File: config.mk
export PLATFORM = sky130hd
export DESIGN_NAME = serial_tx_piso
export DESIGN_NICKNAME = d
export VERILOG_FILES = /design/src/rtl/serial_tx_piso.sv
export SDC_FILE = /design/constraint.sdc
export NUM_CORES = 1
export LEC_CHECK = 0
export CAP_MARGIN = 20
export CORE_MARGIN = 2
export CORE_UTILIZATION = 27
export DETAILED_ROUTE_END_ITERATION = 6
export DONT_BUFFER_PORTS = 1
export SYNTH_ARGS = -nofsm -noshare
export SYNTH_HDL_FRONTEND = slang
export SYNTH_SLANG_ARGS = --single-unit
File: constraint.sdc
create_clock -name CLK -period 1.4 [get_ports CLK]
set_clock_uncertainty 0.15 [all_clocks]
set_input_delay 0.42 -clock CLK [delete_from_list [all_inputs] [get_ports CLK]]
set_output_delay 0.42 -clock CLK [all_outputs]
set_load 0.005 [all_outputs]
File: src/rtl/serial_tx_piso.sv
// Parallel-in, serial-out transmitter: accepts a WIDTH-bit word over valid/ready
// and drives it LSB-first on Shift_out, one bit per CLK, with Hold to stall mid-word.
module serial_tx_piso #(
  parameter int WIDTH = 4
) (
  input  logic             CLK,
  input  logic             Reset,
  input  logic [WIDTH-1:0] Din,
  input  logic             Load_valid,
  output logic             Load_ready,
  input  logic             Hold,
  output logic             Shift_out,
  output logic             Tx_active,
  output logic             Done
);

  localparam int CW = (WIDTH > 2) ? $clog2(WIDTH) : 1;
  localparam logic [CW-1:0] LAST = CW'(WIDTH - 1);

  typedef enum logic [0:0] {
    IDLE  = 1'b0,
    SHIFT = 1'b1
  } state_t;

  state_t           state_q;
  logic [WIDTH-1:0] sreg_q;
  logic [CW-1:0]    cnt_q;
  logic             shout_q;
  logic             tx_q;

  logic             last_s;
  logic             xfer_s;

  // Last-bit decode drives both Done and the zero-gap reload window.
  always_comb begin
    last_s     = (state_q == SHIFT) && (cnt_q == LAST) && !Hold;
    Load_ready = !Reset && ((state_q == IDLE) || last_s);
    Done       = !Reset && last_s;
    xfer_s     = Load_valid && Load_ready;
  end

  // Transmit FSM: load, shift, hold and return-to-idle.
  always_ff @(posedge CLK) begin
    if (Reset) begin
      state_q <= IDLE;
      sreg_q  <= '0;
      cnt_q   <= '0;
      shout_q <= 1'b0;
      tx_q    <= 1'b0;
    end else begin
      case (state_q)
        IDLE: begin
          if (xfer_s) begin
            state_q <= SHIFT;
            shout_q <= Din[0];
            sreg_q  <= Din >> 1;
            cnt_q   <= '0;
            tx_q    <= 1'b1;
          end else begin
            state_q <= IDLE;
            shout_q <= 1'b0;
            tx_q    <= 1'b0;
          end
        end
        SHIFT: begin
          if (Hold) begin
            state_q <= SHIFT;
          end else if (cnt_q != LAST) begin
            shout_q <= sreg_q[0];
            sreg_q  <= {1'b0, sreg_q[WIDTH-1:1]};
            cnt_q   <= cnt_q + CW'(1);
          end else if (Load_valid) begin
            // Reload on the last bit so the next word follows with no gap.
            state_q <= SHIFT;
            shout_q <= Din[0];
            sreg_q  <= Din >> 1;
            cnt_q   <= '0;
            tx_q    <= 1'b1;
          end else begin
            state_q <= IDLE;
            shout_q <= 1'b0;
            cnt_q   <= '0;
            tx_q    <= 1'b0;
          end
        end
        default: begin
          state_q <= IDLE;
          sreg_q  <= '0;
          cnt_q   <= '0;
          shout_q <= 1'b0;
          tx_q    <= 1'b0;
        end
      endcase
    end
  end

  assign Shift_out = shout_q;
  assign Tx_active = tx_q;

endmodule

==> results of run 1 <==
[final timing paths]
check	from	to	slack, ns
hold reg to reg	sreg_q[0]	sreg_q[0]	0.34
hold / removal	Reset	Shift_out	0.06
setup / recovery	cnt_q[1]	Load_ready	-0.28
setup reg to reg	cnt_q[1]	Shift_out	0.06
[registers in the layout, indices dropped and copies added (netlist names)]
register,count
Shift_out,1
Tx_active,1
cnt_q,2
sreg_q,3
state_q,1
[layout make-up]
class / count / area [µm²] / share of cell area, %
Multi-Input combinational cell: 31 / 258 / 51.6
Sequential cell: 8 / 163 / 32.6
Timing Repair Buffer: 3 / 26.3 / 5.26
Clock buffer: 3 / 22.5 / 4.51
Tap cell: 15 / 18.8 / 3.76
Inverter: 3 / 11.3 / 2.26
[worst max-delay path: stages (launching register included)]
cell     delay, ns
dfxtp_2       0.35
ha_4          0.15
inv_2         0.05
o21ai_4       0.14
nor2b_4       0.16
[cells by family (layout without fill, tap and decap cells)]
logic type	after synthesis	count (layout)	synth area share, %
buf+inv	4	9	3.83
compound gates	9	9	16.9
mux	5	5	12.8
simple gates	16	16	22.4
flops	8	8	40.9
fa+ha+maj	1	1	3.19
[cells in the final DEF (no fill, tap or decap), drive strengths merged]
cell type,Yosys,layout
a211oi,2,2
a21oi,3,3
a22o,1,1
a22oi,1,1
a31oi,1,1
and2,1,1
buf,0,3
clkbuf,1,3
dfxtp,8,8
ha,1,1
inv,3,3
mux2i,5,5
nand2,1,1
nand2b,2,2
nor2,8,8
nor2b,2,2
nor4,1,1
o21ai,1,1
or3b,1,1
[layer usage]
layer	vias to the layer above	global-route usage, %	share of wire, %
li1	159	-	-
met1	141	14.5	52
met2	14	13.1	39
met3	0	6.90	9.6
met4	0	3.75	0
met5	-	0	0
[power groups by stage]
stage          clock (µW)  sequential (µW)  combinational, µW
3_3_place_gp            0              256               66.8
2_1_floorplan           0              256               53.4
5_1_grt               204              252               83.4
4_1_cts               189              251               70.0
3_5_place_dp            0              256               67.6
6_report              188              251               73.9
[timing repair]
item / in CTS / in global routing
endpoints found under the setup margin: 2 / 4
pin swaps: 0 / 2
gates cloned: 0 / 0
resized for setup: 2 / 3
[per-stage QoR]
stage | TNS, ns | power (µW)
2_1_floorplan | -0.00579 | 309
3_3_place_gp | -0.0175 | 322
3_5_place_dp | -0.0292 | 324
4_1_cts | -0.530 | 510
5_1_grt | -0.668 | 539
6_report | -0.522 | 513
==> qor.yml, run 1 <==
run_status:
  status: "complete, but fails checks"
  violations: "negative setup slack"
clocking:
  cts_tree: "done"
  cts_hold_buf: 0
  clockBufferDepth: 2
  postCtsSetupBuffers: 0
  worstSkewPairLatency_ns: 0.27
  cts_sinks: 8
  h-tree-depth: 1
  clk_pin_slew_ns: 0.06
  numCtsBuffers: 3
  cts-root-buf: "clkbuf_4"
run:
  max-cap-violations: 0
placed_design:
  dp_cells: 60
  hpwl_um: 598
  port_buffers: 0
  postPlaceCellArea_um2: 450
  gp_congestion: 0.791
  dp_worst_setup_slack_ns: -0.0245
power:
  sw_frac_of_total_pct: 25.3
  vdd_ir_drop_max_mv: 0.402
  power.share.clock_pct: 36.7
  combPwrFrac_pct: 14.4
  seqPwrFrac_pct: 48.9
  powerDensity_nw_per_um2: 1030
  p_switching_uw: 130
  leakage_uw: 0.000198
  p_int_uw: 383
logic_synthesis:
  synth_cells: 43
  netlist_top_cells_count: "8 x dfxtp_1, 8 x nor2_1, 5 x mux2i_1"
  synthDistinctLibCells: 19
  synth_top_area_share_pct: 40.9
  synth-edff-count: 0
  ys_async_sr_fraction_pct: 0
  synth_ff_type: "dfxtp_1"
  syn_area_um2: 392
  avgSynthCellArea_um2: 9.11
  synth.largest_area_cell: "dfxtp_1"
  syn_nets: 52
  yosysSeqAreaShare_pct: 40.9
  yosysWarnings: 0
  ys_ff_latch: 8
  netlist_top_cells_area: "dfxtp_1 41%, mux2i_1 13%, nor2_1 7.7%"
sta:
  rsz0062_at_grt: "yes"
  slew_headroom_pct: 84.0
  finalWorstSetupSlack_ns: -0.277
  finalCritPeriodShare_pct: 120
  finalHoldViolCount: 0
  hold-worst-slack_ns: 0.0592
  max_freq_ghz: 0.596
  setup_viol: 2
  fin_crit_ns: 1.68
  worst_pin_slew_ns: 0.237
  slew_violations: 0
cells_and_area:
  fin_util_pct: 37.4
  diodes: 0
  nNetsFinal: 59
  stdcell_area_um2: 499
  stdcell_count: 63
  final_layout_size_suffix_gt1_share_pct: 33.3
  fillers: 142
  areaGrowthSynthToFinish_pct: 27.5
critical_path:
  critPathKind: "register to output pin"
  critPathLaunchType: "register"
  arrival_ns: 1.11
  rr_worst_depth: 5
  cp-end-kind: "output pin"
  cp.required_ns: 0.83
  path_max_fanout: 4
routing:
  first_pass_iters: 4
  wl_per_cell_um: 12.9
  vias_per_cell: 4.98
  drc_errors: 0
  vias: 314
  wl_um: 813
  drtIter0Drc: 5
  antenna_left: 0
global_routing:
  first_global_vias: 318
  antenna_found_initial: 0
  grt_overflow: 0
  grt_pass1_wl_um: 1370
  grt_max_degree: 12
  grtUsageTotal_pct: 10.6
floorplan:
  ios: 12
  dieArea_um2: 1770
  coreArea_um2: 1330
  start_util_pct: 29.4
  rows: 13
  die_h_um: 42.1
  die_w_um: 42.1
worst_hold_path:
  hold-path-cell-count: 1
  hp-class: "input pin to register"
No activity file was read; power rests on OpenSTA's default activity.
==> run 2, diff against run 1 <==
- MAX_ROUTING_LAYER: unset -> met4
==> run 2 against run 1 <==
Against the previous run: clock power barely moved; wire length rose by 0.25%; first-iteration DRC count did not move; critical path depth did not move; cell count did not move; final area did not move; sequential power barely moved; die area did not move; the run still ends with negative setup slack left.
==> qor.yml, run 2 (synthesis results as in run 1) <==
global_routing:
  busiest_layer: "met1"  # unchanged
  antenna_found_initial: 0  # unchanged
  grt_util_met2_pct: 13.1  # unchanged
  grtUsageTotal_pct: 10.9  # was 10.6%
  first_global_vias: 315  # was 318
  grt_overflow: 0  # unchanged
  grt_pass1_wl_um: 1370  # unchanged
  met1_usage_pct: 14.7  # was 14.5%
  grt_max_degree: 12  # unchanged
  met3_usage_pct: 6.47  # was 6.90%
critical_path:
  critPathLaunchType: "register"  # unchanged
  path_buf_inv: 1  # unchanged
  worstSetupEndpoint: "Load_ready"  # unchanged
  cp_slowest_stage_delay_ns: 0.35  # about the same
  r2r_slack_ns: 0.06  # about the same
  cp-end-kind: "output pin"  # unchanged
  regToRegEndpoint: "Shift_out"  # unchanged
  critPathKind: "register to output pin"  # unchanged
  arrival_ns: 1.11  # about the same
  crit_family: "flip-flops"  # unchanged
  r2r-start: "cnt_q[1]"  # unchanged
  cp.required_ns: 0.83  # about the same
  cpMaxStageDelayCell: "dfxtp_2"  # unchanged
  rr_worst_depth: 5  # unchanged
  path_depth: 4  # unchanged
  cp-startpoint: "cnt_q[1]"  # unchanged
  crit_chain: "ha_4 -> inv_2 -> o21ai_4 -> nor2b_4"  # unchanged
  path_max_fanout: 4  # unchanged
sta:
  slew_violations: 0  # unchanged
  finalHoldViolCount: 0  # unchanged
  fin_crit_ns: 1.68  # about the same
  max_freq_ghz: 0.597  # was 0.596 GHz
  slew_headroom_pct: 84.0  # about the same
  worst_pin_slew_ns: 0.237  # about the same
  finalWorstSetupSlack_ns: -0.276  # was -0.277 ns
  setup_viol: 2  # unchanged
  final.setup.tns_ns: -0.521  # was -0.522 ns
  rsz0062_at_grt: "yes"  # unchanged
  finalCritPeriodShare_pct: 120  # about the same
routing:
  drc_errors: 0  # unchanged
  first_pass_iters: 4  # unchanged
  vias_per_cell: 5.02  # was 4.98
  wl_per_cell_um: 12.9  # about the same
  wl_um: 815  # was 813 µm
  antenna_left: 0  # unchanged
  drtIter0Drc: 5  # unchanged
  vias: 316  # was 314
clocking:
  cts_sinks: 8  # unchanged
  cts_hold_buf: 0  # unchanged
  clockBufferDepth: 2  # unchanged
  clk_pin_slew_ns: 0.06  # about the same
  h-tree-depth: 1  # unchanged
  cts-root-buf: "clkbuf_4"  # unchanged
  cts_tree: "done"  # unchanged
  worstSkewPairLatency_ns: 0.27  # about the same
  numCtsBuffers: 3  # unchanged
cells_and_area:
  mostFrequentLayoutCell: "nor2_1"  # unchanged
  reg.largest.list: "sreg_q x3, cnt_q x2"  # unchanged
  areaGrowthSynthToFinish_pct: 27.5  # unchanged
  largest-register: "sreg_q"  # unchanged
  largest_reg_flops: 3  # unchanged
  diodes: 0  # unchanged
  stdcell_area_um2: 499  # unchanged
  fin_util_pct: 37.4  # unchanged
  fillers: 142  # unchanged
  final_layout_size_suffix_gt1_share_pct: 33.3  # unchanged
  mostFrequentLayoutCells: "8 x nor2_1, 6 x dfxtp_1, 5 x mux2i_1, 3 x clkbuf_4"  # unchanged
  stdcell_count: 63  # unchanged
  nNetsFinal: 59  # unchanged
worst_hold_path:
  hp-class: "input pin to register"  # unchanged
floorplan:
  start_util_pct: 29.4  # unchanged
  dieArea_um2: 1770  # unchanged
  die_h_um: 42.1  # unchanged
  coreArea_um2: 1330  # unchanged
  die_w_um: 42.1  # unchanged
  ios: 12  # unchanged
  rows: 13  # unchanged
power:
  power_uw: 513  # about the same
  leakage_uw: 0.000198  # unchanged
  vdd_ir_drop_max_mv: 0.403  # was 0.402 mV
  powerDensity_nw_per_um2: 1030  # about the same
placed_design:
  postPlaceCellArea_um2: 450  # unchanged
  hpwl_um: 598  # unchanged
  port_buffers: 0  # unchanged
  gp_congestion: 0.803  # was 0.791
  dp_cells: 60  # unchanged
run_status:
  status: "complete, but fails checks"  # unchanged
  violations: "negative setup slack"  # unchanged
run:
  max-cap-violations: 0  # unchanged
==> run 2: report_power, final <==
group          switching [µW]  internal, µW  total, µW
clock network            89.2          98.8        188
logic                    32.3          41.6       73.9
registers                8.38           243        251
total                     130           383        513
==> run 2: how the worst min path moves through the flow <==
stage / slack (ns) / end / from / cells after the start
after floorplan: 0.31 / sreg_q[2] / sreg_q[2] / 2
after detailed placement: 0.34 / sreg_q[0] / sreg_q[0] / 2
after global routing: 0.06 / state_q / Reset / 1
after global placement: 0.32 / sreg_q[2] / sreg_q[2] / 2
final: 0.06 / Shift_out / Reset / 1
after CTS: 0.07 / state_q / Reset / 1
==> run 2: per-layer routing <==
layer  wire length [µm]  up-vias  share of wire (%)
met5                  0        -                  0
met4                  5        0               0.61
met3                 75        2                9.2
met2                307       14                 38
met1                427      141                 52
li1                   -      159                  -
==> run 2: timing repair <==
action | CTS | global route
endpoints found under the setup margin | 2 | 4
pin swaps | 0 | 2
setup buffers | 0 | 0
gates resized for setup | 2 | 3
==> run 2: final cells by class <==
type	instances	area, µm²	share of cell area (%)
Tap cell	15	18.8	3.76
Clock buffer	3	22.5	4.51
Multi-Input combinational cell	31	258	51.6
Sequential cell	8	163	32.6
Timing Repair Buffer	3	26.3	5.26
Inverter	3	11.3	2.26
==> run 2: metrics by stage <==
step           worst slack, ns  hold WS [ns]
2_1_floorplan         -0.00504         0.310
3_3_place_gp           -0.0175         0.324
3_5_place_dp           -0.0245         0.338
4_1_cts                 -0.283        0.0660
5_1_grt                 -0.339        0.0577
6_report                -0.276        0.0592
